<file path="src/rtl/core_pkg.sv">
// Shared RV32I core definitions: datapath width, reset/NOP constants and the IF/ID payload.
// The decode stage consumes if_id_t directly.
package core_pkg;

  localparam int XLEN = 32;
  localparam logic [XLEN-1:0] RESET_PC  = 32'h0000_0000;
  localparam logic [31:0]     NOP_INSTR = 32'h0000_0013;

  typedef struct packed {
    logic            valid;
    logic [31:0]     instr;
    logic [XLEN-1:0] pc;
    logic [XLEN-1:0] pc_plus4;
  } if_id_t;

endpackage

</file>
<file path="src/rtl/pc_reg.sv">
// Program counter register with its next-PC selection: reset, redirect, stall, increment.
// Redirect targets are forced to word alignment.
module pc_reg
  import core_pkg::*;
#(
  parameter logic [XLEN-1:0] RESET_PC_VAL = core_pkg::RESET_PC
) (
  input  logic            clk,
  input  logic            rst,
  input  logic            stall,
  input  logic            redirect_valid,
  input  logic [XLEN-1:0] redirect_pc,
  output logic [XLEN-1:0] pc
);

  logic [XLEN-1:0] pc_q;
  logic [XLEN-1:0] pc_d;

  // Redirect outranks stall so a taken branch is never lost behind a hazard.
  always_comb begin
    pc_d = pc_q + XLEN'(4);
    if (redirect_valid) begin
      pc_d = {redirect_pc[XLEN-1:2], 2'b00};
    end else if (stall) begin
      pc_d = pc_q;
    end
  end

  always_ff @(posedge clk) begin
    if (rst) begin
      pc_q <= RESET_PC_VAL;
    end else begin
      pc_q <= pc_d;
    end
  end

  assign pc = pc_q;

endmodule

</file>
<file path="src/rtl/fetch_stage.sv">
// RV32I instruction-fetch stage: drives imem from the PC and captures the IF/ID register.
// Define FETCH_PERF_CNT_EN to add fetch/bubble performance counters.
module fetch_stage
  import core_pkg::*;
#(
  parameter logic [XLEN-1:0] RESET_PC_VAL  = core_pkg::RESET_PC,
  parameter logic [31:0]     NOP_INSTR_VAL = core_pkg::NOP_INSTR
) (
  input  logic            clk,
  input  logic            rst,
  output logic [XLEN-1:0] imem_addr,
  input  logic [31:0]     imem_rdata,
  input  logic            stall,
  input  logic            redirect_valid,
  input  logic [XLEN-1:0] redirect_pc,
  output logic            id_valid,
  output logic [31:0]     id_instr,
  output logic [XLEN-1:0] id_pc,
  output logic [XLEN-1:0] id_pc_plus4
`ifdef FETCH_PERF_CNT_EN
  ,
  output logic [31:0]     perf_fetch_cnt,
  output logic [31:0]     perf_bubble_cnt
`endif
);

  logic [XLEN-1:0] pc;
  if_id_t          if_id_q;
  if_id_t          if_id_d;

  pc_reg #(
    .RESET_PC_VAL(RESET_PC_VAL)
  ) u_pc_reg (
    .clk           (clk),
    .rst           (rst),
    .stall         (stall),
    .redirect_valid(redirect_valid),
    .redirect_pc   (redirect_pc),
    .pc            (pc)
  );

  // A flush keeps id_pc/id_pc_plus4 so only valid and instr change on a bubble.
  always_comb begin
    if_id_d = if_id_q;
    if (redirect_valid) begin
      if_id_d.valid = 1'b0;
      if_id_d.instr = NOP_INSTR_VAL;
    end else if (!stall) begin
      if_id_d.valid    = 1'b1;
      if_id_d.instr    = imem_rdata;
      if_id_d.pc       = pc;
      if_id_d.pc_plus4 = pc + XLEN'(4);
    end
  end

  always_ff @(posedge clk) begin
    if (rst) begin
      if_id_q.valid    <= 1'b0;
      if_id_q.instr    <= NOP_INSTR_VAL;
      if_id_q.pc       <= '0;
      if_id_q.pc_plus4 <= '0;
    end else begin
      if_id_q <= if_id_d;
    end
  end

  assign imem_addr   = pc;
  assign id_valid    = if_id_q.valid;
  assign id_instr    = if_id_q.instr;
  assign id_pc       = if_id_q.pc;
  assign id_pc_plus4 = if_id_q.pc_plus4;

`ifdef FETCH_PERF_CNT_EN
  logic [31:0] fetch_cnt_q;
  logic [31:0] bubble_cnt_q;

  always_ff @(posedge clk) begin
    if (rst) begin
      fetch_cnt_q  <= '0;
      bubble_cnt_q <= '0;
    end else if (redirect_valid) begin
      bubble_cnt_q <= bubble_cnt_q + 32'd1;
    end else if (!stall) begin
      fetch_cnt_q <= fetch_cnt_q + 32'd1;
    end
  end

  assign perf_fetch_cnt  = fetch_cnt_q;
  assign perf_bubble_cnt = bubble_cnt_q;
`endif

endmodule

</file>
<file path="config.mk">
export PLATFORM = sky130hd
export DESIGN_NAME = fetch_stage
export DESIGN_NICKNAME = d
export VERILOG_FILES = /design/src/rtl/core_pkg.sv /design/src/rtl/pc_reg.sv /design/src/rtl/fetch_stage.sv
export SDC_FILE = /design/constraint.sdc
export NUM_CORES = 1
export LEC_CHECK = 0
export ABC_AREA = 1
export CAP_MARGIN = 20
export CORE_UTILIZATION = 40
export DETAILED_ROUTE_END_ITERATION = 12
export GPL_TIMING_DRIVEN = 0
export PLACE_DENSITY = 0.7
export RECOVER_POWER = 50
export SYNTH_ARGS = -nofsm -noshare
export SYNTH_HDL_FRONTEND = slang
export SYNTH_HIERARCHICAL = 1
export SYNTH_SLANG_ARGS = --single-unit
</file>
<file path="constraint.sdc">
create_clock -name clk -period 1.8 [get_ports clk]
set_clock_uncertainty 0.1 [all_clocks]
set_input_delay 0.36 -clock clk [delete_from_list [all_inputs] [get_ports clk]]
set_output_delay 0.36 -clock clk [all_outputs]
set_load 0.02 [all_outputs]
</file>
## Word level (Yosys, flattened, before mapping)

Cells that the tools add are included.

| word-level totals | value |
|---|---|
| register bits after elaboration | 129 |

| cells by class | value |
|---|---|
| equality and inequality tests | 1 |
| reductions and logical operators | 2 |
| add/subtract/negate cells | 1 |
| mux-type cells | 2 |
| bitwise operators | 2 |

Operator list:

| operator | count |
|---|---|
| 32-bit 2-to-1 mux | 2 |
| 32-bit by 3-bit adder with 32-bit output, second input constant | 1 |
| 2-bit by 1-bit != test with 1-bit output, second input constant | 1 |
| 1-bit NOT | 2 |
| 2-bit AND reduction | 1 |
| 2-bit OR reduction | 1 |

## Longest topological paths before layout

| depth | value |
|---|---|
| depth after elaboration | 3 |
| mapped depth | 10 |
| gate-level depth less buffers | 10 |

## By module

Netlist, hierarchy kept.

Modules (own cells, without submodules):

| module | area each (um2) | cells an instance | instances |
|---|---|---|---|
| fetch_stage | 4294.1 | 614 | 1 |
| pc_reg | 2177.1 | 369 | 1 |

## Worst setup path after synthesis

Ideal clock, no wire load.

| timing path | value |
|---|---|
| path type | flip-flop to flip-flop |
| start point | register u_pc_reg.pc_q[2], in the netlist u_pc_reg/pc[2] |
| end point | register if_id_q (netlist bit id_pc_plus4[22]) |
| required time | 1.591 ns |
| arrival time | 1.504 ns |
| library setup time | 0.109 ns |
| cell stages (with the launch flop) | 11 |
| setup slack | 0.087 ns |
| period minus slack after synthesis | 1.713 ns |
| path buffers | 0 |
| cell sequence | dfxtp_1 > ha_1 > nand2_2 > nor2_4 > nand2_4 > nor2_4 > nand2_1 > nand2_1 > nand3_1 > nand2_1 > inv_1 |

| on the way | value |
|---|---|
| cells in the longest elaborated chain, start to end | 1 |

RTL lines:

| item | RTL line | source |
|---|---|---|
| start, declared | pc_reg.sv:16 | `logic [XLEN-1:0] pc_q;` |
| start signal, assigned | pc_reg.sv:33 | `pc_q <= pc_d;` |
| 32-bit by 3-bit adder with 32-bit output | fetch_stage.sv:52 | `if_id_d.pc_plus4 = pc + XLEN'(4);` |
| end signal, assigned | fetch_stage.sv:63 | `if_id_q <= if_id_d;` |
| end, declared | fetch_stage.sv:28 | `if_id_t if_id_q;` |

No other way between the ends.
A chain may end at the register's enable or synchronous reset.

## Worst setup path in the final report

| timing path | value |
|---|---|
| start point | register u_pc_reg.pc_q[10], in the netlist u_pc_reg/pc[10] |
| end point | output imem_addr[10] |

RTL lines:

| item | RTL line | source |
|---|---|---|
| end, declared | fetch_stage.sv:11 | `output logic [XLEN-1:0] imem_addr,` |

No word-level cell between the ends.

==> impl_metrics.env <==
export IMPL_diodes=0
export IMPL_avgViaCountPerCell=4.98
export IMPL_numPortBuffers=191
export IMPL_post_route_cells_drive_above_1_share_pct=11.8
export IMPL_routed_wl_um=21600
export IMPL_antenna_found_initial=0
export IMPL_detail_route_first_pass_iterations=5
export IMPL_drc_errors=0
export IMPL_ys_types=36
export IMPL_max_stage_delay_ns=0.50
export IMPL_cts_hold_buf=0
export IMPL_worst_pin_slew_ns=0.564
export IMPL_synth_seq_cells=125
export IMPL_p_per_area_nw_per_um2=812
export IMPL_slew_headroom_pct=62.4
export IMPL_syn_area_per_cell_um2=6.58
export IMPL_start_kind="flip-flop"
export IMPL_p_sw_share_pct=27.2
export IMPL_max_freq_mhz=573
export IMPL_ios=197
export IMPL_initial_utilization_pct=40.9
export IMPL_run_status="completed"
export IMPL_grt_pass1_wl_um=34300
export IMPL_cts_max_level=4
export IMPL_die_area_um2=16700
export IMPL_critPathCaptureType="output port"
export IMPL_critPathTopFamily="flip-flops"
export IMPL_rsz0062_at_grt="false"
export IMPL_fin_nets=1266
export IMPL_finalWorstSetupSlack_ns=0.0560
export IMPL_seqPwrFrac_pct=41.3
export IMPL_yosysWarnings=6
export IMPL_pre_cts_ws_ns=-0.582
export IMPL_period_minus_slack_ns=1.74
export IMPL_finalPower_mw=7.41
export IMPL_holdPathStages=2
export IMPL_path_depth=1
export IMPL_fillCellCount=1612
export IMPL_finalCritPeriodShare_pct=96.9
export IMPL_grt_pass1_vias=6707
export IMPL_hold_class="in -> reg"
export IMPL_grt_overflow_total=0
export IMPL_crit_path_top_delay_cell="dfxtp_2"
export IMPL_hold_viol_final=0
export IMPL_grt_usage_pct=26.9
export IMPL_cts_buffers=17
export IMPL_whs_ns=0.170
export IMPL_route_vias_total=7088
export IMPL_rr_worst_depth=9
export IMPL_final_antenna_net_count=0
export IMPL_path_max_fanout=9
export IMPL_p_comb_share_pct=13.2
export IMPL_grt_max_degree=17
export IMPL_clkTransAtPathRegs_ns=0.06
export IMPL_switchingPower_mw=2.01
export IMPL_internal_power_mw=5.40
export IMPL_synth_cells=983
export IMPL_seq_area_frac_synth_pct=38.7
export IMPL_drt_iter0_markers=680
export IMPL_fp_row_count=46
export IMPL_cts_sinks=125
export IMPL_crit_type="reg -> out"
export IMPL_crit_arrival_ns=1.28
export IMPL_worst_path_buf_inv=1
export IMPL_crit_chain="dlygate4sd2_1"
export IMPL_gp_congestion=0.931
export IMPL_cts_tree="built"
export IMPL_cp_required_ns=1.34
export IMPL_maxSlewViolCount=0
export IMPL_post_drt_wl_per_cell_um=15.2
export IMPL_die_width_um=129
export IMPL_maxCapViolCount=0
export IMPL_dieHeight_um=129
export IMPL_p_clk_share_pct=45.5
export IMPL_coreArea_um2=15800
export IMPL_clk_latency_ns=0.41
export IMPL_max_vdd_ir_drop_mv=0.568
export IMPL_p_leak_nw=4.25
export IMPL_area_growth_pct=41.1
export IMPL_root_buffer="clkbuf_16"
export IMPL_clockBufferDepth=2
export IMPL_finalSetupViolCount=0
export IMPL_netlist_area_um2=6470
export IMPL_hpwl_um=16100
[area by class of cell]
class | count | area (um^2) | area share, %
Timing Repair Buffer | 193 | 1760 | 19.3
Buffer | 44 | 241 | 2.64
Tap cell | 216 | 270 | 2.96
Multi-Input combinational cell | 711 | 3350 | 36.7
Inverter | 104 | 390 | 4.28
Clock buffer | 21 | 460 | 5.04
Sequential cell | 125 | 2540 | 27.9
Clock inverter | 9 | 114 | 1.25
[synthesized netlist by cell type (all sizes together)]
library cell	n	share of area, %
xor2	3	0.41
nand3b	1	0.12
nand2	308	19
xnor2	5	0.68
ha	2	0.39
nand3	80	6.3
or2	4	0.39
nor2	152	12
o21bai	1	0.12
conb	1	0.058
o211ai	5	0.58
o21ai	45	3.5
a21oi	73	5.6
o211a	3	0.46
a211oi	2	0.23
dfxtp	125	39
nand4	1	0.097
a31oi	7	0.68
inv	104	6.0
clkbuf	18	1.1
buf	26	2.7
and2	5	0.48
nor3	12	0.93
[power by group through the flow]
stage / Clock (mW) / Combinational, mW / Sequential, mW
floorplan: 0 / 0.406 / 3.20
global placement: 0 / 1.05 / 3.12
detailed placement: 0 / 1.05 / 3.12
CTS: 3.42 / 0.978 / 3.06
global route: 3.55 / 1.07 / 3.08
finish: 3.37 / 0.980 / 3.06
[final timing paths]
| kind | start | endpoint | slack, ns |
|---|---|---|---|
| setup / recovery | u_pc_reg/pc[10]$_SDFFE_PP0P_ | imem_addr[10] | 0.06 |
| setup reg to reg | u_pc_reg/pc[18]$_SDFFE_PP0P_ | id_pc_plus4[29]$_SDFFE_PP0P_ | 0.10 |
| hold / removal | rst | id_pc[11]$_SDFFE_PP0P_ | 0.17 |
| hold reg to reg | id_instr[18]$_SDFFE_PP0N_ | id_instr[18]$_SDFFE_PP0N_ | 0.36 |
[through the flow]
stage               utilization [%]  setup TNS, ns  instance area, um^2  instances
global placement               54.7         -48.91                 8660       1391
detailed placement             54.7         -48.90                 8660       1391
global route                   57.7              0                 9130       1423
floorplan                         -              0                 6470        984
CTS                            57.6              0                 9110       1421
finish                         57.7              0                 9130       1423
[per-layer routing]
layer / routed length [um] / share of wire [%] / global-route usage, % / vias to the layer above
met5: 0 / 0 / 0 / -
met4: 529 / 2.5 / 10.9 / 0
met3: 2250 / 10 / 9.45 / 39
met2: 9850 / 46 / 43.2 / 332
met1: 8950 / 41 / 32.7 / 3188
li1: - / - / - / 3529
[cell families (layout without fill, tap and decap cells)]
logic type	Yosys count	in the layout	synth area share (%)
flip-flops	125	125	38.7
AO/OA/AOI/OAI	136	136	11.2
other	1	2	0.0579
AND/OR/NAND/NOR	563	563	38.8
adder cells (fa/ha/maj)	2	2	0.387
XOR/XNOR	8	8	1.08
buffers and inverters	148	371	9.82
[what timing repair did]
item                       CTS  global route
setup endpoints to repair  174            24
buffers inserted             0             2
resized for setup          158            13
pin swaps                    0             2
[placed cells by master, fill, tap and decap left out, drive strengths merged]
master           n
dfxtp          125
conb             2
or2              4
clkinv           3
nor2           152
o21bai           1
nand2          308
xnor2            5
clkinvlp         3
a211oi           2
o211a            3
nand3b           1
o21ai           45
dlygate4sd2    127
xor2             3
a21oi           73
clkdlybuf4s50   63
clkbuf          47
bufinv           2
buf             21
inv            105
and2             5
a31oi            7
nor3            12
ha               2
o211ai           5
nand4            1
nand3           80
Power figures use the tool's default switching activity.
